===== src/rtl/rtc_clock_core.sv =====
// 24-hour real-time clock core: prescaler down to a 1 Hz tick, HH:MM:SS counters, validated load, 12/24-hour display.
// Optional alarm comparator is compiled in when RTC_CLOCK_ALARM_EN is defined.
module rtc_clock_core #(
    parameter int TICKS_PER_SEC = 50000000,
    parameter int PRESC_W       = 26
) (
    input  logic       clk,
    input  logic       rst,
    input  logic       run,
    input  logic       mode_12h,
    input  logic       set_en,
    input  logic [4:0] set_hh,
    input  logic [5:0] set_mm,
    input  logic [5:0] set_ss,
    output logic [5:0] seconds,
    output logic [5:0] minutes,
    output logic [4:0] hours,
    output logic [4:0] disp_hours,
    output logic       pm,
    output logic       sec_tick,
    output logic       day_tick,
    output logic       set_err,
    input  logic       alarm_en,
    input  logic [4:0] alarm_hh,
    input  logic [5:0] alarm_mm,
    output logic       alarm_hit
);

    localparam logic [PRESC_W-1:0] PRESC_MAX = PRESC_W'(TICKS_PER_SEC - 1);

    logic [PRESC_W-1:0] presc_reg, presc_next;
    logic [5:0]         seconds_reg, seconds_next;
    logic [5:0]         minutes_reg, minutes_next;
    logic [4:0]         hours_reg, hours_next;
    logic               sec_tick_reg, sec_tick_next;
    logic               day_tick_reg, day_tick_next;
    logic               set_err_reg, set_err_next;
    logic               set_legal;

    assign set_legal = (set_hh <= 5'd23) && (set_mm <= 6'd59) && (set_ss <= 6'd59);

    // A load request (legal or not) owns the cycle; a coincident tick is dropped.
    always_comb begin
        presc_next    = presc_reg;
        seconds_next  = seconds_reg;
        minutes_next  = minutes_reg;
        hours_next    = hours_reg;
        sec_tick_next = 1'b0;
        day_tick_next = 1'b0;
        set_err_next  = 1'b0;
        if (set_en) begin
            if (set_legal) begin
                presc_next   = '0;
                seconds_next = set_ss;
                minutes_next = set_mm;
                hours_next   = set_hh;
            end else begin
                set_err_next = 1'b1;
            end
        end else if (run) begin
            if (presc_reg == PRESC_MAX) begin
                presc_next    = '0;
                sec_tick_next = 1'b1;
                if (seconds_reg == 6'd59) begin
                    seconds_next = 6'd0;
                    if (minutes_reg == 6'd59) begin
                        minutes_next = 6'd0;
                        if (hours_reg == 5'd23) begin
                            hours_next    = 5'd0;
                            day_tick_next = 1'b1;
                        end else begin
                            hours_next = hours_reg + 5'd1;
                        end
                    end else begin
                        minutes_next = minutes_reg + 6'd1;
                    end
                end else begin
                    seconds_next = seconds_reg + 6'd1;
                end
            end else begin
                presc_next = presc_reg + PRESC_W'(1);
            end
        end
    end

    always_ff @(posedge clk or posedge rst) begin
        if (rst) begin
            presc_reg    <= '0;
            seconds_reg  <= '0;
            minutes_reg  <= '0;
            hours_reg    <= '0;
            sec_tick_reg <= 1'b0;
            day_tick_reg <= 1'b0;
            set_err_reg  <= 1'b0;
        end else begin
            presc_reg    <= presc_next;
            seconds_reg  <= seconds_next;
            minutes_reg  <= minutes_next;
            hours_reg    <= hours_next;
            sec_tick_reg <= sec_tick_next;
            day_tick_reg <= day_tick_next;
            set_err_reg  <= set_err_next;
        end
    end

`ifdef RTC_CLOCK_ALARM_EN
    logic alarm_hit_reg, alarm_hit_next;
    logic alarm_match;

    // Compare against the time that the tick is about to produce, so only a tick can fire it.
    assign alarm_match = alarm_en && (alarm_hh <= 5'd23) && (alarm_mm <= 6'd59) &&
                         (hours_next == alarm_hh) && (minutes_next == alarm_mm) &&
                         (seconds_next == 6'd0);
    assign alarm_hit_next = sec_tick_next && alarm_match;

    always_ff @(posedge clk or posedge rst) begin
        if (rst) begin
            alarm_hit_reg <= 1'b0;
        end else begin
            alarm_hit_reg <= alarm_hit_next;
        end
    end

    assign alarm_hit = alarm_hit_reg;
`else
    logic alarm_unused;
    assign alarm_unused = ^{alarm_en, alarm_hh, alarm_mm};
    assign alarm_hit    = 1'b0;
`endif

    always_comb begin
        disp_hours = hours_reg;
        if (mode_12h) begin
            if (hours_reg == 5'd0) begin
                disp_hours = 5'd12;
            end else if (hours_reg > 5'd12) begin
                disp_hours = hours_reg - 5'd12;
            end
        end
    end

    assign pm       = (hours_reg >= 5'd12);
    assign seconds  = seconds_reg;
    assign minutes  = minutes_reg;
    assign hours    = hours_reg;
    assign sec_tick = sec_tick_reg;
    assign day_tick = day_tick_reg;
    assign set_err  = set_err_reg;

endmodule


===== config.mk =====
export PLATFORM = sky130hd
export DESIGN_NAME = rtc_clock_core
export DESIGN_NICKNAME = d
export VERILOG_FILES = /design/src/rtl/rtc_clock_core.sv
export SDC_FILE = /design/constraint.sdc
export NUM_CORES = 1
export LEC_CHECK = 0
export ABC_CLOCK_PERIOD_IN_PS = 5700
export CAP_MARGIN = 20
export CORE_UTILIZATION = 40
export DETAILED_ROUTE_END_ITERATION = 10
export GPL_TIMING_DRIVEN = 0
export PLACE_DENSITY = 0.62
export REMOVE_ABC_BUFFERS = 1
export SLEW_MARGIN = 25
export SYNTH_ARGS = -nofsm -noshare
export SYNTH_HDL_FRONTEND = slang
export SYNTH_SLANG_ARGS = --single-unit

===== constraint.sdc =====
create_clock -name clk -period 5.7 [get_ports clk]
set_input_delay 0.57 -clock clk [delete_from_list [all_inputs] [get_ports clk]]
set_output_delay 0.57 -clock clk [all_outputs]
set_load 0.02 [all_outputs]

; Yosys cells after proc, flatten, opt, wreduce, memory -nomap -nowiden
; Index checks and enable logic that the tools add are counted.
[word_totals]
regBits = 46
inputBits = 34
out_inout_bits = 27
wordCells = 69
[op_classes]
addsub = 5
order_cmp = 5
n_eq_ne = 5
muxes = 36
reduce_logical = 11
[op_table]
columns = operator, count
row1 = 26-bit two-way mux, 4
row2 = 6-bit two-way mux, 11
row3 = 5-bit two-way mux, 10
row4 = 26-bit by 1-bit adder with 26-bit output (second input constant), 1
row5 = 26-bit equality test (second input constant), 1
row6 = 6-bit by 1-bit adder with 6-bit output (second input constant), 2
row7 = 6-bit equality test (second input constant), 2
row8 = 6-bit less-or-equal comparator (second input constant), 2
row9 = 1-bit two-way mux, 11
row10 = 2-bit nonzero test, 4
row11 = 5-bit by 1-bit adder with 5-bit output (second input constant), 1
row12 = 5-bit equality test (second input constant), 1
row13 = 5-bit by 4-bit >= comparator with 1-bit output (second input constant), 1
row14 = 5-bit by 4-bit > comparator with 1-bit output (second input constant), 1
row15 = 5-bit less-or-equal comparator (second input constant), 1
row16 = 5-bit zero test, 1
row17 = 5-bit AND reduction, 1
row18 = 5-bit by 4-bit subtractor with 5-bit output (second input constant), 1
row19 = 4-bit AND reduction, 1
row20 = 3-bit AND reduction, 1
row21 = 1-bit logical AND, 2
row22 = 2-bit by 1-bit != test with 1-bit output (second input constant), 1
row23 = 2-bit AND reduction, 1

; Depth between registers and ports, before layout
; Gate-level depths: netlist of the first run.
[logic_depth]
depth_word = 7
ltp_mapped = 8
mapped_depth_nobuf = 6

; Worst setup path after synthesis of the first run
; Ideal clock, no wire load.
[synth_path]
kind = reg-to-output
start = register hours_reg[2], in the netlist hours[2]
end = output disp_hours[4]
arrival_time_ns = 1.810
required_time_ns = 5.130
slack_ns = 3.320
stages_incl_launch_ff = 4
path_buffers = 0
path_cell_list = dfrtp_1 > ha_1 > or4_1 > a21boi_0
[synth_between]
elab_chain_len = 4
[synth_rtl]
columns = item, line_no
row1 = from (decl), 34  ; logic [4:0] hours_reg, hours_next;
row2 = from (signal assigned), 99  ; hours_reg <= hours_next;
row3 = 5-bit by 4-bit subtractor with 5-bit output / 5-bit by 4-bit > comparator with 1-bit output (equally long branches), "137, 136"
row4 = 5-bit two-way mux, 136  ; end else if (hours_reg > 5'd12) begin
row5 = 5-bit two-way mux *, 134  ; if (hours_reg == 5'd0) begin
row6 = 5-bit two-way mux *, 133  ; if (mode_12h) begin
row7 = to (decl), 18  ; output logic [4:0] disp_hours,
; Mark *: on every way between the ends. The rest lies on a longest branch, timed or not.

; Worst setup path in the final report of the first run
[layout_path]
start = input mode_12h
end = output disp_hours[4]
[layout_between]
elab_chain_len = 1
[layout_rtl]
columns = item, line_no
row1 = from (decl), 10  ; input logic mode_12h,
row2 = 5-bit two-way mux, 133
; No other way between the ends.

==> run_results.csv, run 1 <==
group,metric,value,unit
floorplanning,io-pin-count,61,
sta,period_share,52.4,%
synthesis,synthArstFlopShare,100,%
sta,hold_violations,0,
finish,n_fill_cell,667,
placement,postPlaceCellArea,3440,um^2
synthesis,synth_top_family_by_area,"simple AND/OR/NAND/NOR gates",
sta,max_freq,0.335,GHz
drt,dr_total_vias,2476,
hold_path,hp-class,"reg -> reg",
worst_setup_path,crit_fanout,4,
synthesis,synth_top_area_share,39.6,%
clock_network,cts_buffers,5,
floorplanning,coreArea,6910,um^2
worst_setup_path,worstSetupPathType,"in -> out",
synthesis,synth_edf_count,0,
drt,drt_iter0_drc,140,
clock_network,cts_setup_buffers,0,
sta,rsz0062_at_grt,"no",
floorplanning,die_h,87.3,um
grt,grt-ovfl-total,0,
power,combPwrFrac,39.1,%
worst_setup_path,arrival,2.41,ns
power,switching_share,37.4,%
grt,grt_max_degree,37,
clock_network,insertion_delay,0.31,ns
synthesis,synth_ff_type,"dfrtp_1",
power,power,1.07,mW
worst_setup_path,required,5.13,ns
clock_network,cts_sinks,46,
drt,wl_per_cell,15.7,um
clock_network,clockRootBuffer,"clkbuf_8",
synthesis,synth_area_leaders,"dfrtp_1 40%, xnor2_1 5.1%, nor2_1 3.7%",
drt,wl,6.97,mm
grt,track_usage,19.6,%
status,outcome,"completed",
clock_network,postCtsHoldBufs,0,
placement,placed_cells,434,
sta,tightest_slew,0.738,ns
worst_setup_path,reg2reg_depth,6,
grt,grt_pass1_wl,11.6,mm
synthesis,synth_seq_cells,46,
drt,post_drt_via_cell_ratio,5.59,
drt,drc_errors,0,
power,internal_power,668,uW
synthesis,synth-simple-area-share,27.0,%
clock_network,cts_max_path_buffers,2,
worst_setup_path,cp-end-kind,"output pin",
synthesis,synth_compound_area_share,16.6,%
synthesis,yosysUniqueCellTypes,61,
finish,largest_register_ff_count,26,
worst_setup_path,r2r-end,"seconds[1]$_DFFE_PP0P_",
finish,diodes,0,
clock_network,clk_pin_slew_worst_paths,0.08,ns
clock_network,htreeDepth,2,
synthesis,ys.warnings.count,0,
worst_setup_path,worst_setup_path_start_kind,"input port",
finish,layout.nets,388,
finish,drive_gt1_share,9.80,%
worst_setup_path,r2r_start,"presc_reg[0]$_DFFE_PP0P_",
synthesis,synth_xor_area_share,5.42,%
clock_network,cts_tree,"built",
power,seqPwrFrac,40.9,%
floorplanning,start_util,42.1,%
power,p_sw,399,uW
power,power_density,300,nW/um^2
flow_run,maxCapViolations,0,
floorplanning,die_x,87.3,um
floorplanning,rows,30,
synthesis,synth_top_area_cell,"dfrtp_1",
power,clkPwrFrac,20.0,%
grt,grt_pass1_vias,2373,
worst_setup_path,rrSetupSlack,3.40,ns
sta,fin_crit,2.98,ns
synthesis,syn_inst,303,
hold_path,hold_depth,2,
finish,area_growth_syn_to_layout,22.1,%
synthesis,ys_seq_area_share,39.6,%
sta,slew_headroom,50.8,%
finish,final_cell_mix,"46 x dfrtp_1, 46 x clkdlybuf4s50_1, 29 x nor2_1",
drt,dr.pass1.iters,4,
sta,finalMaxSlewViolations,0,
power,leakage,1.46,nW
power,vdd_ir_drop_max,0.000107,V
finish,final_area,3550,um^2
hold_path,min_to,"presc_reg[15]$_DFFE_PP0P_",
sta,finalSetupViolCount,0,
sta,skew,0.00997,ns
synthesis,synth_fa_ha_area_share,3.44,%
grt,antenna_found_initial,0,
synthesis,avgSynthCellArea,9.60,um^2
synthesis,synthMuxAreaShare,3.78,%
sta,final.setup.tns,0,ns
clock_network,postCtsResizedCells,0,
synthesis,synthesis.area,2910,um^2
drt,ant_nets,0,
hold_path,min_from,"presc_reg[15]$_DFFE_PP0P_",
placement,gp_congestion,0.812,
finish,instances_no_fill,443,
placement,io_buffers,47,
floorplanning,die-area,7620,um^2
placement,detailed_place_hpwl,4.89,mm
==> layout make-up <==
class / instances / area, um^2 / share of cell area, %
clock inverters: 2 / 12.5 / 0.352
repair buffers: 49 / 508 / 14.3
inverters: 9 / 33.8 / 0.951
well taps: 96 / 120 / 3.38
clock buffers: 6 / 82.6 / 2.32
multi-input cells: 235 / 1650 / 46.3
flip-flops and latches: 46 / 1150 / 32.4
==> stage by stage <==
| step | setup WS (ns) | util (%) | hold WS (ns) |
|---|---|---|---|
| global route | 2.63 | 51.4 | 0.561 |
| CTS | 2.66 | 51.2 | 0.553 |
| floorplan | 3.32 | - | 0.492 |
| global placement | 1.25 | 49.5 | 0.527 |
| detailed placement | 2.34 | 49.8 | 0.535 |
| finish | 2.72 | 51.4 | 0.547 |
==> layer usage <==
layer	share of wire [%]	GRT usage, %	up-vias
li1	-	-	1213
met1	45	25.0	1193
met2	49	33.7	63
met3	4.3	3.70	7
met4	0.89	5.37	0
met5	0	0	-
==> synthesized netlist by cell type, drive strengths merged (3+ instances only) <==
master,n
o31ai,4
mux2i,5
buf,8
nor4b,3
and3,6
a21oi,8
ha,8
clkbuf,5
nand4,8
nor2b,3
a31oi,3
and2,4
nand3,17
a22oi,5
nand2,24
dfrtp,46
o21ai,19
mux2,5
a22o,5
xnor2,17
and4,5
a21o,3
inv,9
nor2,30
a221o,4
nor3,13
nor4,9
a41oi,3
==> logic make-up (layout without fill, tap and decap cells) <==
group	count (synthesis)	in the layout
simple gates	132	132
mux	10	10
other cells	1	1
compound gates	66	66
flops	46	46
xor+xnor	18	18
fa+ha+maj	8	8
buf+inv	22	66
==> critical path, stage by stage <==
cell,delay (ns)
clkdlybuf4s50_1,0.53
inv_1,0.06
or4_1,0.46
a21boi_0,0.17
clkdlybuf4s50_1,0.63
==> worst max-delay path by stage <==
stage | start | end | slack [ns] | cells past startpoint
2_1_floorplan | hours[2]$_DFFE_PP0P_ | disp_hours[4] | 3.32 | 3
6_report | mode_12h | disp_hours[4] | 2.72 | 5
5_1_grt | hours[2]$_DFFE_PP0P_ | disp_hours[4] | 2.63 | 4
3_5_place_dp | set_en | seconds[0]$_DFFE_PP0P_ | 2.34 | 4
4_1_cts | set_en | seconds[1]$_DFFE_PP0P_ | 2.66 | 4
3_3_place_gp | set_en | seconds[0]$_DFFE_PP0P_ | 1.25 | 4
==> power by group through the flow <==
stage          clock, mW  sequential (mW)  combinational, mW
6_report           0.213            0.436              0.417
5_1_grt            0.233            0.446              0.455
4_1_cts            0.222            0.436              0.418
3_5_place_dp           0            0.442              0.416
3_3_place_gp           0            0.441              0.410
2_1_floorplan          0            0.472              0.196
Power figures use the tool's default switching activity.
==> run 2: changes to the inputs <==
--- a/config.mk
+++ b/config.mk
@@ -5,12 +5,12 @@
 export SDC_FILE = /design/constraint.sdc
 export NUM_CORES = 1
 export LEC_CHECK = 0
-export ABC_CLOCK_PERIOD_IN_PS = 5700
+export ABC_CLOCK_PERIOD_IN_PS = 2600
 export CAP_MARGIN = 20
 export CORE_UTILIZATION = 40
 export DETAILED_ROUTE_END_ITERATION = 10
 export GPL_TIMING_DRIVEN = 0
-export PLACE_DENSITY = 0.62
+export PLACE_DENSITY = 0.65
 export REMOVE_ABC_BUFFERS = 1
 export SLEW_MARGIN = 25
 export SYNTH_ARGS = -nofsm -noshare
==> constraint.sdc (replaced) <==
create_clock -name clk -period 2.6 [get_ports clk]
set_input_delay 0.26 -clock clk [delete_from_list [all_inputs] [get_ports clk]]
set_output_delay 0.26 -clock clk [all_outputs]
set_load 0.02 [all_outputs]
==> run 2 against run 1 <==
  * Largest power group unchanged
  * Register-to-register slack worse by 3.2 ns
  * Clock power grew to 2.5 times the previous value
  * Via count is 0.24% lower
  * Critical path type is now reg -> out
==> run_results.csv, run 2 (synthesis gave the netlist of run 1 again) <==
group,metric,value,unit
worst_setup_path,path_cells,"inv_1, ha_1, a21oi_1, o21ai_1, xnor2_1, nand2_1, clkdlybuf4s50_1",
finish,largest_register_ff_count,26,
clock_network,htreeDepth,2,
finish,final_cell_mix,"45 x dfrtp_1, 44 x clkdlybuf4s50_1, 29 x nor2_1",
clock_network,insertion_delay,0.31,ns
floorplanning,die_h,87.3,um
drt,drc_errors,0,
floorplanning,die-area,7620,um^2
flow_run,maxCapViolations,0,
floorplanning,coreArea,6910,um^2
worst_setup_path,cp-end-kind,"output pin",
drt,drt_iter0_drc,169,
grt,use_met1,24.7,%
power,power,2.40,mW
grt,antenna_found_initial,0,
grt,grt-ovfl-total,0,
clock_network,clk_pin_slew_worst_paths,0.09,ns
finish,post-route-util,51.5,%
grt,grt_pass1_vias,2414,
sta,whs,0.244,ns
placement,dp_slack,-0.371,ns
placement,io_buffers,47,
grt,grt_busiest_layer,"met2",
clock_network,cts_buffers,5,
placement,detailed_place_hpwl,4.87,mm
hold_path,hp-class,"in -> async",
worst_setup_path,crit_fanout,5,
clock_network,clockRootBuffer,"clkbuf_8",
grt,track_usage,19.5,%
clock_network,cts_max_path_buffers,2,
worst_setup_path,arrival,2.17,ns
sta,period_share,93.3,%
worst_setup_path,crit_slowest_cell,"clkdlybuf4s50_1",
sta,slew_headroom,48.7,%
power,vdd_ir_drop_max,0.000220,V
grt,grt_use_met3,2.94,%
finish,layout_commonest_cell,"dfrtp_1",
sta,hold_violations,0,
power,leakage,1.47,nW
drt,wl_per_cell,15.7,um
worst_setup_path,worst_setup_path_start_kind,"flip-flop",
floorplanning,io-pin-count,61,
clock_network,cts_sinks,46,
status,outcome,"completed",
drt,ant_nets,0,
sta,finalSetupViolCount,0,
placement,gp_congestion,0.790,
finish,layout.nets,388,
floorplanning,die_x,87.3,um
worst_setup_path,worstSetupPathType,"reg -> out",
grt,grt_util_met2,34.2,%
sta,fin_ws,0.175,ns
finish,area_growth_syn_to_layout,22.3,%
grt,grt_max_degree,37,
finish,drive_gt1_share,9.80,%
worst_setup_path,required,2.34,ns
finish,final_area,3560,um^2
drt,dr.pass1.iters,4,
sta,skew,0.0149,ns
clock_network,cts_tree,"built",
grt,grt_pass1_wl,11.6,mm
finish,diodes,0,
sta,max_freq,0.412,GHz
floorplanning,start_util,42.1,%
drt,dr_total_vias,2470,
floorplanning,rows,30,
worst_setup_path,slowest_delay,0.61,ns
clock_network,postCtsHoldBufs,0,
placement,postPlaceCellArea,3430,um^2
sta,tightest_slew,0.767,ns
sta,finalMaxSlewViolations,0,
sta,rsz0062_at_grt,"no",
sta,fin_crit,2.43,ns
drt,wl,6.93,mm
power,power_density,675,nW/um^2
drt,post_drt_via_cell_ratio,5.58,
[run 2: changes by cell type in the layout (fill, tap and decap cells not counted), sizes merged]
cell / delta
dlygate4sd2: +1
clkbuf: +1
dlymetal6s2s: +1
clkdlybuf4s50: -2
clkinvlp: -1
bufinv: +1
clkinv: -1
[run 2: path summary, 6_finish.rpt]
check                                          start                         to  slack, ns  cells after the start
max                             hours[0]$_DFFE_PP0P_              disp_hours[2]       0.17                      7
min                                              rst       hours[0]$_DFFE_PP0P_       0.24                      2
max reg2reg                 presc_reg[0]$_DFFE_PP0P_     minutes[2]$_DFFE_PP0P_       0.24                      6
min reg2reg                presc_reg[15]$_DFFE_PP0P_  presc_reg[15]$_DFFE_PP0P_       0.55                      2
max in group asynchronous                        rst  presc_reg[23]$_DFFE_PP0P_       1.84                      3
min in group clk           presc_reg[15]$_DFFE_PP0P_  presc_reg[15]$_DFFE_PP0P_       0.55                      2
[run 2: cell type report]
type	instances	area (um^2)
clock buffers	7	76.3
clock inverters	1	30.0
fillers	647	3350
flip-flops and latches	46	1150
repair buffers	49	498
well taps	96	120
inverters	9	33.8
multi-input cells	235	1650
[run 2: repair_timing]
action                                  in CTS  in global routing
gates resized for setup                      2                  4
hold endpoints to repair                     0                  0
endpoints found under the setup margin       6                  2
setup buffers                                0                  0
[run 2: where the power goes]
part / internal [mW] / total (mW) / switching (mW)
sequential: 0.807 / 0.959 / 0.152
clock: 0.288 / 0.537 / 0.249
combinational: 0.439 / 0.904 / 0.466
[run 2: per-layer routing]
metal	vias up	share of wire [%]
li1	1207	-
met1	1191	46
met2	64	49
met3	8	4.5
met4	0	1.2
met5	-	0
[run 2: worst max-delay path, delay by kind of cell (launching register included)]
| family | cells | cell delay (ns) |
|---|---|---|
| xor gates and xnor gates | 1 | 0.14 |
| adders and majority gates | 1 | 0.24 |
| buffers and inverters | 2 | 0.71 |
| AOI/OAI and AO/OA | 2 | 0.26 |
| DFF | 1 | 0.44 |
| and+or+nand+nor | 1 | 0.06 |
[run 2: stage by stage]
stage | instances | setup TNS [ns]
after global placement | 433 | -37.13
after CTS | 442 | 0
final | 443 | 0
after detailed placement | 434 | -4.35
after floorplan | 290 | 0
after global routing | 443 | 0
